$ cat src/rtl/mlp_pkg.sv
// mlp_pkg: shared constants for the 7-input / 4-hidden / 10-class integer
// classifier. Holds the layer weight and bias tables, the layer sizes and the
// sequencer state type used by mlp_infer_seq.
package mlp_pkg;

   localparam int N_IN  = 7;
   localparam int N_HID = 4;
   localparam int N_OUT = 10;

   typedef enum logic [1:0] {
      IDLE = 2'd0,
      L1   = 2'd1,
      L2   = 2'd2,
      DONE = 2'd3
   } state_t;

   // Layer 1: W1[n][i], feature i into hidden neuron n
   localparam logic signed [5:0] W1 [N_HID][N_IN] = '{
      '{ 6'sd12, -6'sd7,  6'sd15,  6'sd3, -6'sd20,  6'sd9,  6'sd31},
      '{ 6'sd2,   6'sd14, -6'sd11, 6'sd8,  6'sd6,  -6'sd30, 6'sd17},
      '{ 6'sd6,   6'sd25,  6'sd13, -6'sd9, 6'sd30,  6'sd11, -6'sd4},
      '{ 6'sd4,  -6'sd15,  6'sd21, 6'sd19, -6'sd6,  6'sd27,  6'sd10}
   };
   localparam logic signed [7:0] B1 [N_HID] = '{8'sd10, 8'sd3, 8'sd8, 8'sd2};

   // Layer 2: W2[k][j], hidden neuron j into class k
   localparam logic signed [5:0] W2 [N_OUT][N_HID] = '{
      '{ 6'sd3,  -6'sd2,  6'sd4,   6'sd1},
      '{-6'sd5,   6'sd20, 6'sd0,   6'sd0},
      '{-6'sd8,   6'sd6,  6'sd7,  -6'sd3},
      '{ 6'sd31,  6'sd31, 6'sd10,  6'sd10},
      '{ 6'sd12, -6'sd9,  6'sd5,   6'sd2},
      '{-6'sd3,  -6'sd3, -6'sd3,  -6'sd3},
      '{ 6'sd7,   6'sd7, -6'sd7,   6'sd7},
      '{ 6'sd0,   6'sd0,  6'sd15, -6'sd15},
      '{-6'sd31,  6'sd5,  6'sd2,   6'sd30},
      '{ 6'sd1,   6'sd1,  6'sd1,   6'sd1}
   };
   localparam logic signed [11:0] B2 [N_OUT] = '{
      12'sd50, 12'sd225, -12'sd20, -12'sd347, 12'sd0,
      12'sd100, -12'sd60, 12'sd90, 12'sd400, 12'sd200
   };

endpackage

$ cat src/rtl/mlp_wrom.sv
// mlp_wrom: combinational weight/bias lookup for both layers.
//   w_layer/w_row/w_col : weight select (layer 0 = W1[n][i], 1 = W2[k][j])
//   b_layer/b_row       : bias select (layer 0 = B1[n], 1 = B2[k])
//   weight              : signed 6-bit weight, 0 when out of range
//   bias                : bias sign-extended to ACC_W, 0 when out of range
module mlp_wrom import mlp_pkg::*; #(
   parameter int ACC_W = 12
) (
   input  logic                    w_layer,
   input  logic [3:0]              w_row,
   input  logic [2:0]              w_col,
   input  logic                    b_layer,
   input  logic [3:0]              b_row,
   output logic signed [5:0]       weight,
   output logic signed [ACC_W-1:0] bias
);

   always_comb begin
      weight = '0;
      if (!w_layer) begin
         if (w_row < 4'(N_HID) && w_col < 3'(N_IN))
            weight = W1[w_row[1:0]][w_col];
      end else begin
         if (w_row < 4'(N_OUT) && w_col < 3'(N_HID))
            weight = W2[w_row][w_col[1:0]];
      end
   end

   always_comb begin
      bias = '0;
      if (!b_layer) begin
         if (b_row < 4'(N_HID))
            bias = ACC_W'(B1[b_row[1:0]]);
      end else begin
         if (b_row < 4'(N_OUT))
            bias = ACC_W'(B2[b_row]);
      end
   end

endmodule

$ cat src/rtl/mlp_infer_seq.sv
// mlp_infer_seq: time-multiplexed inference for the 7/4/10 classifier using one
// shared multiply-accumulate, sequenced through layer 1, layer 2 and argmax.
//   clk, rst       : clock, synchronous active-high reset
//   start, feat    : request handshake; feat latched on acceptance
//   busy           : high while layer 1 or layer 2 is running
//   result_valid   : result held until result_ready
//   result_class   : argmax class 0..9
//   result_score   : winning signed score (ACC_W bits)
module mlp_infer_seq import mlp_pkg::*; #(
   parameter int ACC_W = 12,
   parameter int HID_W = 8
) (
   input  logic                    clk,
   input  logic                    rst,
   input  logic                    start,
   input  logic [6:0]              feat,
   output logic                    busy,
   output logic                    result_valid,
   input  logic                    result_ready,
   output logic [3:0]              result_class,
   output logic signed [ACC_W-1:0] result_score
);

   state_t                  state;
   logic [N_IN-1:0]         feat_q;
   logic [3:0]              row;      // neuron n in L1, class k in L2
   logic [2:0]              col;      // input i in L1, hidden j in L2
   logic signed [ACC_W-1:0] acc;
   logic signed [ACC_W-1:0] max_q;
   logic [3:0]              cls_q;
   logic signed [HID_W-1:0] h [N_HID];

   logic                    in_l1, in_l2, last_col, accept, better;
   logic                    b_layer;
   logic [3:0]              b_row;
   logic signed [5:0]       weight;
   logic signed [ACC_W-1:0] bias;
   logic signed [ACC_W-1:0] w_ext, h_ext, term, sum;

   mlp_wrom #(.ACC_W(ACC_W)) u_wrom (
      .w_layer (in_l2),
      .w_row   (row),
      .w_col   (col),
      .b_layer (b_layer),
      .b_row   (b_row),
      .weight  (weight),
      .bias    (bias)
   );

   always_comb begin
      in_l1    = (state == L1);
      in_l2    = (state == L2);
      last_col = in_l1 ? (col == 3'(N_IN - 1)) : (col == 3'(N_HID - 1));
      accept   = start && ((state == IDLE) || (state == DONE && result_ready));
      // Bias fetched is always the one for the next neuron/class: the last L1
      // neuron hands over to class 0 of L2; outside L1/L2 it is neuron 0.
      b_layer  = in_l2 || (in_l1 && row == 4'(N_HID - 1));
      b_row    = '0;
      if (in_l2 || (in_l1 && row != 4'(N_HID - 1)))
         b_row = row + 4'd1;
      w_ext    = ACC_W'(weight);
      h_ext    = ACC_W'(h[col[1:0]]);
      term     = in_l1 ? (feat_q[col] ? w_ext : '0) : w_ext * h_ext;
      sum      = acc + term;
      better   = (row == 4'd0) || (sum > max_q);
   end

   assign busy         = (state == L1) || (state == L2);
   assign result_valid = (state == DONE);

   always_ff @(posedge clk) begin
      if (rst) begin
         state        <= IDLE;
         feat_q       <= '0;
         row          <= '0;
         col          <= '0;
         acc          <= '0;
         max_q        <= '0;
         cls_q        <= '0;
         result_class <= '0;
         result_score <= '0;
         for (int unsigned q = 0; q < N_HID; q++)
            h[q] <= '0;
      end else if (accept) begin
         state  <= L1;
         feat_q <= feat;
         acc    <= bias;
         row    <= '0;
         col    <= '0;
      end else begin
         case (state)
            L1: begin
               if (last_col) begin
                  h[row[1:0]] <= HID_W'(sum);
                  acc         <= bias;
                  col         <= '0;
                  if (row == 4'(N_HID - 1)) begin
                     row   <= '0;
                     state <= L2;
                  end else begin
                     row <= row + 4'd1;
                  end
               end else begin
                  acc <= sum;
                  col <= col + 3'd1;
               end
            end
            L2: begin
               if (last_col) begin
                  acc <= bias;
                  col <= '0;
                  if (better) begin
                     max_q <= sum;
                     cls_q <= row;
                  end
                  if (row == 4'(N_OUT - 1)) begin
                     // Final class may itself win, so publish the post-update winner.
                     row          <= '0;
                     state        <= DONE;
                     result_class <= better ? row : cls_q;
                     result_score <= better ? sum : max_q;
                  end else begin
                     row <= row + 4'd1;
                  end
               end else begin
                  acc <= sum;
                  col <= col + 3'd1;
               end
            end
            DONE: begin
               if (result_ready)
                  state <= IDLE;
            end
            default: ;
         endcase
      end
   end

endmodule

$ cat config.mk
export PLATFORM = sky130hd
export DESIGN_NAME = mlp_infer_seq
export DESIGN_NICKNAME = d
export VERILOG_FILES = /design/src/rtl/mlp_pkg.sv /design/src/rtl/mlp_wrom.sv /design/src/rtl/mlp_infer_seq.sv
export SDC_FILE = /design/constraint.sdc
export NUM_CORES = 1
export LEC_CHECK = 0
export CAP_MARGIN = 5
export CORE_UTILIZATION = 55
export DETAILED_ROUTE_END_ITERATION = 10
export HOLD_SLACK_MARGIN = 0.15
export PLACE_DENSITY = 0.7
export SYNTH_ARGS = -nofsm -noshare
export SYNTH_HDL_FRONTEND = slang
export SYNTH_SLANG_ARGS = --single-unit
$ cat constraint.sdc
create_clock -name clk -period 9.8 [get_ports clk]
set_input_delay 1.96 -clock clk [delete_from_list [all_inputs] [get_ports clk]]
set_output_delay 1.96 -clock clk [all_outputs]
set_load 0.05 [all_outputs]
==> metrics.cfg <==
[timing]
finalHoldViolCount = 0
tightest_slew_ps = 912
slew_violations = 0
rsz0062_at_grt = false
fin_crit_ps = 9190
slew_headroom_pct = 39.0
setup_tns_ps = 0
clock_skew_ps = 12.2
max_freq_mhz = 109
fin_crit_sh_pct = 93.8
setup_viol = 0
fin_hold_ws_ps = 453

[clock_network]
cts_hold_buf = 0
clkLatencyLatePin_ps = 350
cts_tree = yes
clock_sinks = 94
postCtsSetupRepairBufs = 0
root_buffer = clkbuf_16
clk_pin_slew_ps = 80
htree_levels = 3
cts_max_path_buffers = 2
cts-buffers-inserted = 9

[final_layout]
drive_gt1_share_pct = 9.14
fillers = 1165
layout_common_cells = nor2_1, nand2_1, inv_1, a21oi_1, ha_1
final_nets = 1029
num_antenna_cells = 0
multiInputGateArea_sq_mm = 0.00499
mostFrequentLayoutCell = nor2_1
sequential_cell_area_sq_mm = 0.00220
final_util_pct = 63.6
syn_to_final_growth_pct = 11.4

[yosys]
yosysTopAreaCellShare_pct = 16.2
synth_top_family_by_area = compound AO/OA/AOI/OAI gates
synth_compound_area_share_pct = 19.5
synth_seq_cells = 94
synthFlopType = dfxtp_1
synth.mux.area_fraction_pct = 5.89
avgSynthCellArea_sq_um = 8.57
netlist_instances = 897
ys_seq_area_share_pct = 28.7
synth_top_area_cell = dfxtp_1
synthAdderAreaFrac_pct = 18.1
synth_cell_types = 80
ys_warn_count = 0
syn_nets = 1001
netlist_area_sq_mm = 0.00768
yosys.area_share.xor_xnor_pct = 2.69
async_reset_ff_share_pct = 0
synthSimpleGateAreaFrac_pct = 18.8
netlist_top_cells_area = dfxtp_1, edfxtp_1, ha_1, fa_1, nor2_1
synth_edf_count = 32

[global_route]
grt_max_degree = 53
grt_usage_pct = 31.3
antenna_found_initial = 1
grt_overflow = 0
grt_pass1_vias = 6621
grt_pass1_wl_microns = 34800

[worst_hold_path]
worstHoldStart = feat_q[0]
hold_path.class = reg -> reg

[worst_setup_path]
cp_data_required_time_ps = 10010
end_kind = register
worst_setup_path_start_kind = register
r2r_start = row[0]
crit_path_frequent_cell = inv_1
slowest_stage = fa_1
critical_path_class = reg -> reg
cp.arrival_ps = 9410
path_max_fanout = 15
critPathMaxStageDelay_ps = 570
critPathLaunch = row[0]

[floorplanning]
ios = 29
die_y_microns = 120
start_util_pct = 57.1
die_area_sq_mm = 0.0144
fp.coreArea_sq_mm = 0.0135
die_w_microns = 120
rows = 42

[status]
status = complete, no violations

[detailed_routing]
wl_microns = 21700
avgRoutedWirePerCell_microns = 19.6
viasPerCell = 6.11
dr.pass1.iters = 8
drt_first_iter_violations = 748
routed-via-count = 6761
drtAntennaViolNets = 0
drc = 0

[flow_run]
drv_cap = 0

[place]
hpwl_microns = 16400
place_congestion = 0.971
port_buffers = 28

## Yosys cell counts, types with 5 or more instances
master    number
xnor2_1       10
mux2i_1       25
fa_1          30
o21ai_0       40
a31oi_1        8
o211ai_1       9
buf_2          9
buf_1          7
edfxtp_1      32
dfxtp_1       62
o22ai_1        5
a21o_1         9
or3_1          7
a221oi_1       7
nand2b_1      13
xor2_1        11
nor3_1        21
mux4_2         7
and2b_1        6
a21oi_1       66
ha_1          63
nor2_1       115
nand2_1       90
inv_1         68
nor2b_1       11
clkbuf_1      28
nand3_1       13
a211oi_1      23
and2_1        13
## metrics by stage
step | cell area, sq um | instances | setup WS, ps
final | 8560 | 1106 | 608
after floorplan | 7680 | 897 | 961
after global routing | 8560 | 1106 | 133
after CTS | 8550 | 1106 | 391
after detailed placement | 8260 | 1090 | 476
after global placement | 8260 | 1090 | 735
## area by class of cell
class,count,area share [%]
multi-input combinational,683,58.3
timing repair buffer,65,6.76
inverter,72,3.19
clock buffer,11,2.97
clock inverter,5,0.453
sequential,94,25.7
tap,176,2.57
## flip-flops by register name, summed over array words and instances (netlist names), named ones only
| signal | count |
|---|---|
| h | 32 |
| acc | 12 |
| max_q | 12 |
| result_score | 12 |
| feat_q | 7 |
| cls_q | 4 |
| result_class | 4 |
| row | 4 |
| col | 3 |
| state | 2 |
## logic make-up after synthesis
group / Yosys count
AND/OR/NAND/NOR: 314
buffers and inverters: 120
flip-flops: 94
multiplexers: 36
adder cells (fa/ha/maj): 93
AO/OA/AOI/OAI: 218
XOR/XNOR: 22
## worst paths after layout
check / end / slack (ps) / cells after the start
worst min register to register: feat_q[0] / 450 / 2
worst max register to register: cls_q[2] / 610 / 41
worst min-delay path: feat_q[0] / 450 / 2
worst max-delay path: cls_q[2] / 610 / 41
## repair_timing
action / 4_1_cts / 5_1_grt
resized for setup: 0 / 1
endpoints found under the setup margin: 0 / 4
endpoints found under the hold margin: 0 / 0
## layer usage
layer	global-route usage (%)	part of all wire [%]
met2	51.8	47
met4	12.6	3.1
met1	41.3	44
met5	0	0
met3	4.20	6.0
## critical path: cells and delay by family, from the launching register on
kind	cells	cell delay (ps)
adder cells (fa/ha/maj)	8	3510
AO/OA/AOI/OAI	15	2730
buffers and inverters	8	940
AND/OR/NAND/NOR	7	890
multiplexers	2	470
flip-flops	1	330
XOR/XNOR	1	180
Power is not shown: default switching activity piles up to over one toggle a cycle in this logic, so the estimate is an artifact.
